<file path="src/rtl/mcac_mc_adpcm_dec.sv">
// Multi-channel adaptive-step ADPCM decoder: NCH time-shared channels, shift-add magnitude multiply.
// Optional MCDEC_CHCLR_EN adds a chan_clr[NCH-1:0] synchronous per-channel state clear.
module mcac_mc_adpcm_dec #(
  parameter int NCH      = 4,
  parameter int CHW      = 2,
  parameter int CW       = 4,
  parameter int SW       = 16,
  parameter int STEP_MIN = 16,
  parameter int STEP_MAX = 16384
) (
  input  logic           clk,
  input  logic           reset,
  input  logic           scan_in0,
  input  logic           scan_en,
  output logic           scan_out0,
`ifdef MCDEC_CHCLR_EN
  input  logic [NCH-1:0] chan_clr,
`endif
  input  logic           in_valid,
  output logic           in_ready,
  input  logic [CHW-1:0] in_ch,
  input  logic [CW-1:0]  in_code,
  output logic           out_valid,
  input  logic           out_ready,
  output logic [CHW-1:0] out_ch,
  output logic [SW-1:0]  out_sample,
  output logic           out_sat
);

  // Handshake: a transfer happens on a rising edge where valid && ready; the
  // source holds valid and data stable until then, ready never depends on valid.

  localparam int AW = SW + CW;
  localparam int IW = $clog2(CW);
  localparam logic [IW-1:0]        I_LAST     = IW'(CW - 2);
  localparam logic [SW-1:0]        STEP_MIN_L = SW'(STEP_MIN);
  localparam logic [SW-1:0]        STEP_MAX_L = SW'(STEP_MAX);
  localparam logic signed [AW-1:0] Y_MAX      = AW'((2 ** (SW - 1)) - 1);
  localparam logic signed [AW-1:0] Y_MIN      = ~Y_MAX;

  typedef enum logic [1:0] {IDLE, MUL, UPD, OUT} state_t;

  state_t state, state_nxt;

  logic [SW-1:0]  x_mem    [NCH];
  logic [SW-1:0]  step_mem [NCH];

  logic [CHW-1:0] ch_q;
  logic [CW-1:0]  code_q;
  logic [SW-1:0]  x_q;
  logic [SW-1:0]  step_q;
  logic [AW-1:0]  acc_q;
  logic [IW-1:0]  i_q;

  logic           accept;
  logic           ch_ok;
  logic           in_ready_d;
  logic           out_valid_d;
  logic [CW-2:0]  mag;
  logic           sign;

  logic signed [AW-1:0] x_ext;
  logic signed [AW-1:0] acc_s;
  logic signed [AW-1:0] y_wide;
  logic [SW-1:0]        y;
  logic                 sat;
  logic [SW-1:0]        step_dbl;
  logic [SW-1:0]        step_half;
  logic [SW-1:0]        step_upd;

  wire unused_scan = ^{scan_in0, scan_en};
  assign scan_out0 = 1'b0;

  assign accept = in_valid & in_ready;
  assign ch_ok  = ({1'b0, in_ch} < (CHW + 1)'(NCH));
  assign mag    = code_q[CW-2:0];
  assign sign   = code_q[CW-1];

  always_ff @(posedge clk or negedge reset) begin
    if (!reset) state <= IDLE;
    else        state <= state_nxt;
  end

  always_comb begin
    state_nxt = state;
    case (state)
      IDLE:    if (accept && ch_ok) state_nxt = MUL;
      MUL:     if (i_q == I_LAST) state_nxt = UPD;
      UPD:     state_nxt = OUT;
      OUT:     if (out_ready) state_nxt = IDLE;
      default: state_nxt = IDLE;
    endcase
  end

  // Handshake flags are registered from the upcoming state so they change only on edges.
  always_comb begin
    in_ready_d  = (state_nxt == IDLE);
    out_valid_d = (state_nxt == OUT);
  end

  always_ff @(posedge clk or negedge reset) begin
    if (!reset) begin
      in_ready  <= 1'b0;
      out_valid <= 1'b0;
    end else begin
      in_ready  <= in_ready_d;
      out_valid <= out_valid_d;
    end
  end

  // Reconstruction and step adaptation, consumed only in UPD.
  always_comb begin
    x_ext     = {{CW{x_q[SW-1]}}, x_q};
    acc_s     = acc_q;
    y_wide    = sign ? (x_ext - acc_s) : (x_ext + acc_s);
    y         = y_wide[SW-1:0];
    sat       = 1'b0;
    if (y_wide > Y_MAX) begin
      y   = Y_MAX[SW-1:0];
      sat = 1'b1;
    end else if (y_wide < Y_MIN) begin
      y   = Y_MIN[SW-1:0];
      sat = 1'b1;
    end
    step_dbl  = {step_q[SW-2:0], 1'b0};
    step_half = {1'b0, step_q[SW-1:1]};
    step_upd  = step_q;
    if (&mag)
      step_upd = (step_dbl > STEP_MAX_L) ? STEP_MAX_L : step_dbl;
    else if (mag == '0)
      step_upd = (step_half < STEP_MIN_L) ? STEP_MIN_L : step_half;
  end

  always_ff @(posedge clk or negedge reset) begin
    if (!reset) begin
      ch_q       <= '0;
      code_q     <= '0;
      x_q        <= '0;
      step_q     <= '0;
      acc_q      <= '0;
      i_q        <= '0;
      out_ch     <= '0;
      out_sample <= '0;
      out_sat    <= 1'b0;
    end else begin
      case (state)
        IDLE: begin
          if (accept && ch_ok) begin
            ch_q   <= in_ch;
            code_q <= in_code;
            x_q    <= x_mem[in_ch];
            step_q <= step_mem[in_ch];
            acc_q  <= AW'(step_mem[in_ch] >> 1);
            i_q    <= '0;
          end
        end
        MUL: begin
          // acc starts at step/2, so the sum is step*mag + step/2 exactly.
          if (mag[i_q]) acc_q <= acc_q + (AW'(step_q) << i_q);
          i_q <= i_q + IW'(1);
        end
        UPD: begin
          out_sample <= y;
          out_sat    <= sat;
          out_ch     <= ch_q;
        end
        default: ;
      endcase
    end
  end

  // Per-channel predictor and step storage; a clear overrides a same-edge write-back.
  always_ff @(posedge clk or negedge reset) begin
    if (!reset) begin
      for (int c = 0; c < NCH; c++) begin
        x_mem[c]    <= '0;
        step_mem[c] <= STEP_MIN_L;
      end
    end else begin
      for (int c = 0; c < NCH; c++) begin
`ifdef MCDEC_CHCLR_EN
        if (chan_clr[c]) begin
          x_mem[c]    <= '0;
          step_mem[c] <= STEP_MIN_L;
        end else
`endif
        if (state == UPD && ch_q == CHW'(c)) begin
          x_mem[c]    <= y;
          step_mem[c] <= step_upd;
        end
      end
    end
  end

endmodule
</file>
<file path="config.mk">
export PLATFORM = sky130hd
export DESIGN_NAME = mcac_mc_adpcm_dec
export DESIGN_NICKNAME = d
export VERILOG_FILES = /design/src/rtl/mcac_mc_adpcm_dec.sv
export SDC_FILE = /design/constraint.sdc
export NUM_CORES = 1
export LEC_CHECK = 0
export ABC_AREA = 1
export CAP_MARGIN = 25
export CORE_AREA = 5 5 183 185
export CTS_CLUSTER_DIAMETER = 80
export DETAILED_ROUTE_END_ITERATION = 6
export DIE_AREA = 0 0 188 190
export HOLD_SLACK_MARGIN = 0.06
export PLACE_DENSITY = 0.54
export SLEW_MARGIN = 15
export SYNTH_ARGS = -nofsm -noshare
export SYNTH_HDL_FRONTEND = slang
export SYNTH_SLANG_ARGS = --single-unit
export TNS_END_PERCENT = 1
</file>
<file path="constraint.sdc">
create_clock -name clk -period 3.9 [get_ports clk]
set_input_delay 0.39 -clock clk [delete_from_list [all_inputs] [get_ports clk]]
set_output_delay 0.39 -clock clk [all_outputs]
set_load 0.005 [all_outputs]
</file>
======== Word-level counts from Yosys, hierarchy flattened ========
Index checks and enable logic that the tools add are counted.
Widths: inputs -> output; s select.
storage, ports and cells
  bits in registers ....................... 211
  input bits .............................. 12
  output and inout bits ................... 22
  logic and storage cells ................. 82
cells by class
  add/sub/neg operators ................... 4
  $lt $le $gt $ge ......................... 6
  eq/ne operators ......................... 10
  shift-type cells ........................ 1
  mux-type cells .......................... 26
  bitwise operators ....................... 2
  reduce and logical (&&, ||, !) cells .... 13
operators by type and width
  operator              count
  $mux 16               9
  $bmux 16 s2           2
  $mux 20               3
  $pmux 20 s2           1
  $add 16x20->20        1
  $add 20x20->20        1
  $gt 20x16->1 const B  1
  $lt 20x16->1 const B  1
  $shl 16x2->20         1
  $sub 16x20->20        1
  $gt 16x15->1 const B  1
  $lt 15x5->1 const B   1
  $mux 15               1
  $eq 2x2->1 const B    6
  $mux 2                4
  $pmux 2 s4            1
  $logic_not 2->1       3
  $reduce_and 3->1      2
  $eq 2x1->1 const B    2
  $logic_and 1x1->1     4
  $ne 2x2->1 const B    2
  $pmux 2 s2            1
  $reduce_and 2->1      2
  $ge 3x3->1 const B    1
  8 further kinds       10

======== Depth between registers and ports, before layout ========
  depth in word-level cells ............... 6
  mapped depth ............................ 26

======== Worst setup path before layout ========
Ideal clock, no wire load.
  path type ............................... reg2reg
  start point ............................. register acc_q[1]
  end point ............................... register out_sample[10]
  data arrival time ....................... 3.165 ns
  required time ........................... 3.784 ns
  setup slack ............................. 0.619 ns
  stages on the path, launching flop included .. 25
  path through ............................ dfrtp_1 > inv_1 > ha_1 > nand3_1 > nand2_1 > nand2_1 > nor2_1 > nand2_1 > nor2_1 > nand2_1 > xor2_1 > ha_1 > a21oi_1 > o21ai_1 > nor2_1 > nand2_2 > nand2_1 > nand2_1 > nor2_1 > nand3b_1 > nand2_4 > buf_8 > nand2_4 > nand2_1 > nand2_1
on the way
  word-level cells in the longest chain between the ends .. 5
  elaborated cells between the ends (all ways) .. 7
  classes of those cells .................. add/sub: 2; order compare: 2; mux: 3
ends and longest elaborated chain
  item                                                     RTL line  text
  from (decl)                                              52        logic [AW-1:0] acc_q;
  from (signal assigned)                                   153       acc_q <= AW'(step_mem[in_ch] >> 1);
  from (signal assigned)                                   159       if (mag[i_q]) acc_q <= acc_q + (AW'(step_q) << i_q);
  $add 16x20->20 / $sub 16x20->20 (equally long branches)  115       y_wide = sign ? (x_ext - acc_s) : (x_ext + acc_s);
  $mux 20 (*)                                              115
  $lt 20x16->1                                             121       end else if (y_wide < Y_MIN) begin
  $mux 16                                                  121
  $mux 16 (*)                                              118       if (y_wide > Y_MAX) begin
  to (signal assigned)                                     163       out_sample <= y;
  to (decl)                                                26        output logic [SW-1:0] out_sample,
Every way passes the cells marked *; elsewhere a longest branch is shown, timed or not.
A chain may end at the register's enable or synchronous reset.

======== Worst setup path in the final report ========
  start point ............................. register acc_q[1]
  end point ............................... register out_sample[0]
Same word-level chain as after synthesis.

==> flow_summary.yaml <==
clock_tree:
  numCtsBuffers: 26
  htreeDepth: 1
  path_clk_slew_ns: 0.06
  cts_tree: "done"
  cts_num_sinks: 211
  clock_latency_ns: 0.53
  cts_root_buffer: "clkbuf_16"
  clock_path_buffers: 3
detailed_routing:
  initialDrtViolationCount: 740
  drt-wirelength-per-cell_um: 17.6
  vias: 11090
  via_per_inst: 5.19
  first_pass_iters: 5
  postRouteWirelength_mm: 37.6
  final_antenna_net_count: 0
  remaining_drc_errors: 0
timing:
  maxSlewHeadroom: 0.342
  setup-violations-final: 0
  hold_viol: 0
  min_period_ns: 3.67
  fin_skew_ns: 0.0133
  drv_slew: 0
  worst_pin_slew_ns: 0.988
  setup_tns_ns: 0
  rsz0062_at_grt: "yes"
  max_freq_mhz: 272
  min_period_over_period: 0.942
placement:
  dp_hpwl_mm: 25.5
  place.port_buffers: 30
  gp_congestion: 0.864
setup_path:
  crit_chain: "inv_2, ha_1, nand3_1, nand2_1, nand2_1, nor2_2, nand2_1, nor2_4, o21a_1, xor2_1, ha_2, a21oi_2, o21ai_0, a21oi_1, nand2_1, nand2_1, nand2_1, nand3b_1, nand2_4, nand2_1, nand3_1, nand2_1"
  required_ns: 4.32
  crit_slowest_cell: "dfrtp_1"
  crit_cells: 22
  endpoint_kind: "register"
  critPathLaunch: "acc_q[1]"
  crit_path_end: "out_sample[0]"
  worst-setup-path-type: "register to register"
  worstSetupStartpointType: "register"
  cp_data_arrival_time_ns: 4.09
  crit_top_cell: "nand2_1"
  worstPathMaxFanout: 6
  cp_slowest_stage_delay_ns: 0.39
  reg2reg_to: "out_sample[0]"
  r2r_slack_ns: 0.23
  cp_top_family: "simple AND/OR/NAND/NOR gates"
  path_buf_inv: 1
  rr_worst_depth: 22
  rr_startpoint: "acc_q[1]"
synthesis:
  ys_ff_latch: 211
  synth-async-reset-ratio: 1.00
  synthCells: 1681
  syn-cell-area_um2: 12400
  synth_common_cells: "nand2_1 (616), dfrtp_1 (207), o21ai_0 (183)"
  synth_nets: 1735
  synth_top_area_frac: 0.416
  ys_seq_area_frac: 0.425
  synth.most_common_cell: "nand2_1"
  ys.flop_type: "dfrtp_1"
  yosysTopAreaCell: "dfrtp_1"
  synth-edff-count: 0
  yosysWarnings: 0
  avgSynthCellArea_um2: 7.40
  synth.distinct_cells: 50
  synth_area_leaders: "dfrtp_1 (42%), nand2_1 (19%), o21ai_0 (7.4%)"
finish:
  area.growth.synth_to_final_pct: 14.3
  antenna_cells: 0
  layout-drive-gt1-share: 0.0920
  fillCellCount: 3276
  fin_nets: 1763
  fin_util: 0.446
global_route:
  antenna_found_initial: 0
  grt_use_total: 0.208
  grt_overflow: 0
  grt_pass1_vias: 10676
  grt_first_pass_wirelength_mm: 59.9
  grt_max_degree: 121
run:
  cap_violations: 0
floorplanning:
  fp.dieW_um: 188
  rows: 66
  ios: 34
  core_area_um2: 31900
  floorplan.initialDensity: 0.390
  die_area_um2: 35700
  dieHeight_um: 190
min_path:
  hp-class: "primary input to register"
outcome:
  outcome: "completed"
-- metal layers --
layer,share of wire,vias up,global-route usage
met5,0,-,0
met4,0.013,0,0.0373
met3,0.044,42,0.0266
met2,0.43,231,0.323
met1,0.51,5291,0.315
li1,-,5526,-
-- worst min-delay path: stages --
cell	delay [ns]
clkdlybuf4s50_1	0.40
nand2_1	0.06
o21ai_0	0.06
-- logic make-up after synthesis --
logic type	count (synthesis)	share of synthesized area
multiplexers	9	0.00724
AND/OR/NAND/NOR	852	0.288
XOR/XNOR	41	0.0289
other	1	0.000301
buffers and inverters	193	0.0635
adder cells (fa/ha/maj)	42	0.0435
flip-flops	211	0.425
AO/OA/AOI/OAI	332	0.144
-- flip-flops by register name (all words and copies together) (netlist names) --
signal and count:
step_mem 64, x_mem 64, acc_q 20, out_sample 16, step_q 16, x_q 16
code_q 4, ch_q 2, i_q 2, out_ch 2, state 2, in_ready 1
out_sat 1, out_valid 1
-- through the flow --
stage	instance area [um2]	worst slack [ns]	hold WS [ns]	std cells
2_1_floorplan	12400	0.619	0.0944	1681
6_report	14200	0.226	0.436	2137
4_1_cts	14100	0.0615	0.410	2127
5_1_grt	14200	-0.0405	0.455	2137
3_3_place_gp	13200	0.138	0.456	2078
3_5_place_dp	13200	0.0830	0.457	2078
-- repair_timing --
item                                    4_1_cts  5_1_grt
resized for setup                             0       16
endpoints found under the setup margin        0       77
hold buffers                                  1        0
endpoints found under the hold margin        88        0
buffers inserted                              0        8
-- worst min-delay path by stage --
stage / from / end / cells after the start
final: in_code[3] / code_q[3] / 3
after global routing: in_code[3] / code_q[3] / 3
after CTS: in_code[3] / code_q[3] / 3
after detailed placement: step_mem[36] / step_mem[36] / 2
after global placement: x_mem[21] / x_mem[21] / 2
after floorplan: reset / acc_q[0] / 0
-- area by class of cell --
type	instances	area (um2)	share of cell area
repair buffers	73	677	0.0476
flip-flops and latches	211	5290	0.372
well taps	408	510	0.0359
clock inverters	12	100	0.00704
multi-input cells	1278	6430	0.452
inverters	119	447	0.0314
clock buffers	36	769	0.0541
-- placed cells by master, fill, tap and decap left out, drive strengths merged, types with 16 or more instances in the layout --
master,Yosys,layout
a21oi,76,76
buf,15,44
clkbuf,59,36
clkdlybuf4s50,0,28
dfrtp,207,207
ha,40,40
inv,115,116
nand2,644,645
nand3,45,45
nor2,131,131
nor3,16,16
o21ai,191,191
o22ai,31,31
xor2,28,28
Power is not shown: default switching activity piles up to over one toggle a cycle in this logic, so the estimate is an artifact.
